[src/rtl/sorter_param.sv]
// In-place selection-exchange sorter over a DEPTH x WIDTH register file.
// The host loads and reads the file; on start the contents are sorted in place and swaps are counted.
//
// state | meaning
// IDLE  | waiting for start, host port may write
// RDI   | fetch word i into A, set j = i+1
// RDJ   | fetch word j into B
// CMP   | decide whether A and B are out of order
// WRJ   | write A to slot j
// WRI   | write B to slot i, A takes B, count the swap
// NXT   | advance j, or i when j reaches the end
// DONE  | sort finished, host port may write, results held
module sorter_param #(
    parameter int WIDTH  = 8,
    parameter int DEPTH  = 8,
    parameter int SIGNED = 0,
    localparam int ADDR_W = (DEPTH > 2) ? $clog2(DEPTH) : 1
) (
    input  logic              clk,
    input  logic              rst,
    input  logic              start,
    input  logic              desc,
    input  logic              wr_en,
    input  logic [ADDR_W-1:0] wr_addr,
    input  logic [WIDTH-1:0]  wr_data,
    input  logic [ADDR_W-1:0] rd_addr,
    output logic [WIDTH-1:0]  rd_data,
    output logic              busy,
    output logic              done,
    output logic [15:0]       swap_cnt
);

    typedef enum logic [2:0] {IDLE, RDI, RDJ, CMP, WRJ, WRI, NXT, DONE} state_t;

    localparam logic [ADDR_W-1:0] LAST_J = ADDR_W'(DEPTH - 1);
    localparam logic [ADDR_W-1:0] LAST_I = ADDR_W'(DEPTH - 2);

    state_t            state;
    logic [WIDTH-1:0]  mem [DEPTH];
    logic [WIDTH-1:0]  a_reg;
    logic [WIDTH-1:0]  b_reg;
    logic [ADDR_W-1:0] i_idx;
    logic [ADDR_W-1:0] j_idx;
    logic              desc_q;

    logic              idle_like;
    logic              host_we;
    logic              a_gt_b;
    logic              a_lt_b;
    logic              swap_now;
    logic              mem_we;
    logic [ADDR_W-1:0] mem_addr;
    logic [WIDTH-1:0]  mem_wdata;

    assign idle_like = (state == IDLE) || (state == DONE);
    assign host_we   = wr_en && idle_like && (int'(wr_addr) < DEPTH);

    if (SIGNED != 0) begin : g_signed_cmp
        assign a_gt_b = $signed(a_reg) > $signed(b_reg);
        assign a_lt_b = $signed(a_reg) < $signed(b_reg);
    end else begin : g_unsigned_cmp
        assign a_gt_b = a_reg > b_reg;
        assign a_lt_b = a_reg < b_reg;
    end

    assign swap_now = desc_q ? a_lt_b : a_gt_b;

    // A reset landing on WRJ suppresses that write, while WRI always completes,
    // so an interrupted swap never duplicates or drops a word.
    always_comb begin
        mem_we    = 1'b0;
        mem_addr  = wr_addr;
        mem_wdata = wr_data;
        if (host_we) begin
            mem_we = 1'b1;
        end else if (state == WRJ && !rst) begin
            mem_we    = 1'b1;
            mem_addr  = j_idx;
            mem_wdata = a_reg;
        end else if (state == WRI) begin
            mem_we    = 1'b1;
            mem_addr  = i_idx;
            mem_wdata = b_reg;
        end
    end

    always_ff @(posedge clk) begin
        if (mem_we) begin
            mem[mem_addr] <= mem_wdata;
        end
    end

    always_ff @(posedge clk) begin
        if (rst) begin
            rd_data <= '0;
        end else if (int'(rd_addr) < DEPTH) begin
            rd_data <= mem[rd_addr];
        end else begin
            rd_data <= '0;
        end
    end

    always_ff @(posedge clk) begin
        if (rst) begin
            state    <= IDLE;
            busy     <= 1'b0;
            done     <= 1'b0;
            swap_cnt <= '0;
            i_idx    <= '0;
            j_idx    <= '0;
            a_reg    <= '0;
            b_reg    <= '0;
            desc_q   <= 1'b0;
        end else begin
            case (state)
                IDLE, DONE: begin
                    if (start) begin
                        desc_q   <= desc;
                        swap_cnt <= '0;
                        done     <= 1'b0;
                        busy     <= 1'b1;
                        i_idx    <= '0;
                        state    <= RDI;
                    end
                end
                RDI: begin
                    a_reg <= mem[i_idx];
                    j_idx <= i_idx + ADDR_W'(1);
                    state <= RDJ;
                end
                RDJ: begin
                    b_reg <= mem[j_idx];
                    state <= CMP;
                end
                CMP: begin
                    state <= swap_now ? WRJ : NXT;
                end
                WRJ: begin
                    state <= WRI;
                end
                WRI: begin
                    a_reg <= b_reg;
                    if (swap_cnt != 16'hFFFF) begin
                        swap_cnt <= swap_cnt + 16'd1;
                    end
                    state <= NXT;
                end
                NXT: begin
                    if (j_idx == LAST_J) begin
                        if (i_idx == LAST_I) begin
                            busy  <= 1'b0;
                            done  <= 1'b1;
                            state <= DONE;
                        end else begin
                            i_idx <= i_idx + ADDR_W'(1);
                            state <= RDI;
                        end
                    end else begin
                        j_idx <= j_idx + ADDR_W'(1);
                        state <= RDJ;
                    end
                end
                default: begin
                    state <= IDLE;
                end
            endcase
        end
    end

endmodule

[config.mk]
export PLATFORM = sky130hd
export DESIGN_NAME = sorter_param
export DESIGN_NICKNAME = d
export VERILOG_FILES = /design/src/rtl/sorter_param.sv
export SDC_FILE = /design/constraint.sdc
export NUM_CORES = 1
export LEC_CHECK = 0
export BUFFER_PORTS_ARGS = -buffer_cell sky130_fd_sc_hd__buf_2
export CAP_MARGIN = 20
export CORE_MARGIN = 5
export CORE_UTILIZATION = 50
export CTS_BUF_LIST = sky130_fd_sc_hd__clkbuf_8 sky130_fd_sc_hd__clkbuf_16
export DETAILED_ROUTE_END_ITERATION = 6
export GPL_ROUTABILITY_DRIVEN = 0
export PLACE_DENSITY = 0.65
export SLEW_MARGIN = 10
export SYNTH_ARGS = -nofsm -noshare
export SYNTH_HDL_FRONTEND = slang
export SYNTH_SLANG_ARGS = --single-unit
[constraint.sdc]
create_clock -name clk -period 7.42 [get_ports clk]
set_input_delay 0 -clock clk [delete_from_list [all_inputs] [get_ports clk]]
set_output_delay 0 -clock clk [all_outputs]
set_load 0.02 [all_outputs]
# Word-level counts from Yosys, hierarchy flattened
# Memory sizes are Yosys's and may differ from the RTL's. A register that Yosys moved wholly into a read port is not among the register bits.
# Cells that the tools add are included.
# Widths: inputs -> output; s select.
# word_totals
reg_bits	36
ramBits	64
inputBits	19
out_inout_bits	26
word_cells	82
mem_count	1
# mem_list
name	words	width	read_ports	rd_clocked_by_memory_dff	write_ports	line	rtl
mem	8	8	3	3	1	39	logic [WIDTH-1:0] mem [DEPTH];
# op_classes
addsub	3
magnitude_cmp	2
eq_ne	16
muxes	37
reduce_logical	15
# ops
cell	n
$mux 3	12
$mux 16	2
$pmux 16 s2	1
$mux 8	3
$pmux 3 s7	1
$eq 3x3->1 const B	6
$add 16x1->16 const B	1
$ne 16x16->1 const B	1
$pmux 8 s2	1
$mux 1	12
$pmux 3 s2	2
$ne 2x2->1 const B	5
$gt 8x8->1	1
$lt 8x8->1	1
$reduce_and 4->1	2
$reduce_bool 2->1	4
$add 3x1->3 const B	2
$eq 3x2->1 const B	2
$pmux 1 s2	2
$reduce_and 2->1	2
$eq 3x1->1 const B	1
$logic_not 3->1	1
$reduce_and 3->1	1
$logic_and 1x1->1	2
5 further kinds	5

# Logic depth before layout (Yosys ltp)
# logic_depth
ltp_word	6
mapped_depth	7
depth_no_buf	7

# Worst setup path after synthesis
# No wires, ideal clock.
# synth_timing
path_type	reg-to-reg
start	register state[0]
end	memory mem[1][0], enable pin
setup_ns	0.383
arrival_ns	1.979
required_ns	7.037
setup_slack_ns	5.058
path_stages_with_launch	8
path_buffers	2
synth_period_minus_slack_ns	2.362
cell_sequence	dfxtp_1 > buf_4 > nand2b_1 > or3_1 > buf_2 > nor2_1 > a21oi_1 > nor3_1
# synth_via
elab_chain_len	6
word_cells_on_any_way	15
cone_classes	eq/ne: 3; mux: 8; reduce/logical: 4
# synth_lines
element	line	rtl
start, declared	38	state_t state;
start signal, assigned	136	state <= swap_now ? WRJ : NXT;
$eq 3x3->1, or another cell as far along	80	end else if (state == WRI) begin
$mux 1, or another cell as far along	80	
$mux 1 or $logic_and 1x1->1 (tied branches)	76, 56	
$mux 1	74	if (host_we) begin
$mux 1	88	if (mem_we) begin
$mux 1 (implied by the code)	89	mem[mem_addr] <= mem_wdata;
end, declared	39	
# Parallel ways exist; a longest one is shown, timed or not.

# Worst setup path in the final report
# layout_timing
start	register state[0]
end	memory mem[5][7], enable pin
# Same word-level chain as after synthesis.

==> qor.txt <==
Crit path max-delay family -> simple AND/OR/NAND/NOR gates
Fillers -> 1,056
warnings from Yosys -> 0
P_sw -> 491 uW
largest registers -> mem: 64 flops, swap_cnt: 16 flops
Leak Pwr -> 0.00251 uW
required time worst endpoint -> 7460 ps
Biggest register -> mem
share of cells above drive strength 1 -> 25.0%
Worst Slack Setup Final -> 4320 ps
first-pass GRT wire length -> 24,100 um
RSZ-0062 raised after global routing -> false
register area -> 3020 um^2
number of diodes -> 0
Worst Hold Class -> input pin to flip-flop
Switching Share -> 27.3%
asr flop ratio synth -> 0%
Initial Util -> 50.6%
DRT Pass-1 Iters -> 7
reg2reg setup slack -> 4320 ps
Max stage delay cell, worst path -> nor3_1
Clk Latency, worst-skew pair -> 420 ps
row count -> 41
max reg flops -> 64
WS Path Type -> flip-flop to flip-flop
critical path peak fanout -> 21
vias per inst -> 6.07
Cell variety after synth -> 61
fin area -> 7190 um^2
endpoints failing setup -> 0
grt ovf -> 0
die area -> 15,000 um^2
Syn Nets -> 566
clock share of power -> 41.7%
critical path capture point type -> flip-flop
violated checks -> design-rule violations
#FFs+latches synth -> 119
post-synthesis cell count -> 534
fin crit share -> 41.7%
drt total wl -> 15,100 um
most common cell after layout, fill and taps aside -> edfxtp_1
Logic pwr share -> 15.3%
Peak VDD IR -> 0.184 mV
Post CTS Setup Buffer Count -> 0
Bufs and invs on worst path -> 0
most frequent cells in the layout -> 64 x edfxtp_1, 57 x nor2_1, 54 x dfxtp_1, 48 x mux4_2, 44 x buf_2
Max Cap Violations -> 0
slew margin rel. -> 29.2%
clock sink count -> 119
Die Span X -> 123 um
drt drc -> 2
Post-Syn Area per Cell -> 11.9 um^2
dominant synthesized flop cell -> edfxtp_1
dpl ws -> 4180 ps
Pwr per Cell Area -> 250 nW/um^2
Initial DRC Count -> 354
CTS tree -> built
nets -> 598
Layout area overhead -> 13.5%
clock root buffer -> clkbuf_16
Critical Path AT -> 3140 ps
Top Ports -> 45
WL per Instance -> 20.1 um
post-synthesis sequential area ratio -> 47.7%
Worst Setup Start Kind -> flip-flop
CP max stage delay -> 890 ps
CP cell instances -> nand3b_2 > mux2i_1 > a21oi_1 > nor3_1
Core Footprint -> 12,500 um^2
Post-Route Setup TNS -> 0 ps
vias in the first global route -> 4,433
pin count of the biggest net entering global routing -> 47
maximum clock path buffer count -> 2
Post-DP Area -> 6630 um^2
Final Skew -> 5.65 ps
synthesized area -> 6330 um^2
multi-input logic area -> 3100 um^2
Final Hold Viols -> 0
antenna-violating nets left -> 0
final slew viol count -> 0
CTS buffer count -> 17
gr usage total -> 21.5%
status -> complete, but fails checks
DP Wirelength -> 10,700 um
clock slew at reported path FFs -> 60 ps
Flop pwr share -> 43.0%
initial antenna violation count -> 0
via count -> 4,555
Die H -> 123 um
Worst-Margin Slew -> 1050 ps
EDFF count, synth -> 64
H-tree levels -> 4
number of port buffers -> 44
FMAX -> 323 MHz
final period demand of the worst path -> 3100 ps
internal power -> 1310 uW
-- cells in the mapped netlist, types with 2 or more instances --
cell type   n  area share [%]
a2111oi_1   2            0.32
a211oi_1   10             1.2
a21oi_1    36             2.8
a31oi_1    10            0.99
and3_1      3            0.30
and3b_1     2            0.28
and4_1      2            0.28
buf_1       9            0.53
buf_2      12            0.95
clkbuf_1   12            0.71
dfxtp_1    55              17
edfxtp_1   64              30
ha_1       13             2.6
inv_1      12            0.71
mux2_2      8             1.4
mux2i_1    20             3.2
mux4_2     48              17
nand2_1    41             2.4
nand2b_1    6            0.59
nand3_1    11            0.87
nand3_2     2            0.32
nand3b_1    4            0.47
nand4_1     3            0.30
nor2_1     57             3.4
nor2b_1     3            0.30
nor3_1     12            0.95
o211ai_1    5            0.59
o21a_1      2            0.24
o21ai_0     8            0.63
o21ai_1    13             1.0
o31a_1      2            0.28
o31ai_1     4            0.47
or3_1       7            0.69
or4_1       5            0.59
xnor2_1     5            0.69
-- final timing paths --
check	startpoint	end	cells past startpoint
hold / removal	rd_addr[2]	rd_data[7]	3
hold reg to reg	a_reg[0]	a_reg[0]	2
setup / recovery	state[0]	mem[5][7]	4
setup reg to reg	state[0]	mem[5][7]	4
-- power by group through the flow --
stage | registers (uW) | logic (uW) | clock network, uW
3_5_place_dp | 785 | 274 | 0
6_report | 772 | 275 | 749
2_1_floorplan | 770 | 217 | 0
5_1_grt | 778 | 304 | 786
4_1_cts | 772 | 276 | 756
3_3_place_gp | 783 | 268 | 0
-- worst min-delay path, stage by stage --
cell,delay (ps)
buf_2,210
mux2i_1,150
nor2_1,70
-- per-stage QoR --
stage	power [uW]	std cells	hold WS (ps)	util, %
after floorplan	987	534	136	-
after global placement	1050	717	257	52.9
after detailed placement	1060	717	260	52.9
after CTS	1800	750	46.1	57.3
after global routing	1870	751	69.5	57.4
final	1800	751	59.0	57.4
-- timing repair --
item                                   4_1_cts  5_1_grt
endpoints found under the hold margin        1        0
gates resized for setup                      0        0
hold buffers                                 1        0
-- logic make-up (layout without fill, tap and decap cells) --
group | Yosys count | in the layout | share of synthesized area [%]
DFF | 119 | 119 | 47.7
and+or+nand+nor | 165 | 165 | 12.8
adders and majority gates | 13 | 13 | 2.57
xor gates and xnor gates | 5 | 5 | 0.692
buffers and inverters | 49 | 94 | 3.34
muxes | 76 | 76 | 21.7
AOI/OAI and AO/OA | 107 | 107 | 11.2
-- cell type report --
class                   count  share of cell area [%]
clock inverters            15                    1.58
clock buffers              17                    5.92
inverters                  13                   0.679
flip-flops and latches    119                    42.1
multi-input cells         366                    43.2
well taps                 172                    2.99
repair buffers             49                    3.59
-- per-layer routing --
layer / vias to the layer above / wire length [um] / global-route usage [%]
met3: 23 / 786 / 3.92
met2: 148 / 7570 / 35.3
met1: 2260 / 6500 / 29.0
met5: - / 0 / 0
li1: 2124 / - / -
met4: 0 / 271 / 7.56
Note: power is estimated with default switching activity, not from simulation.
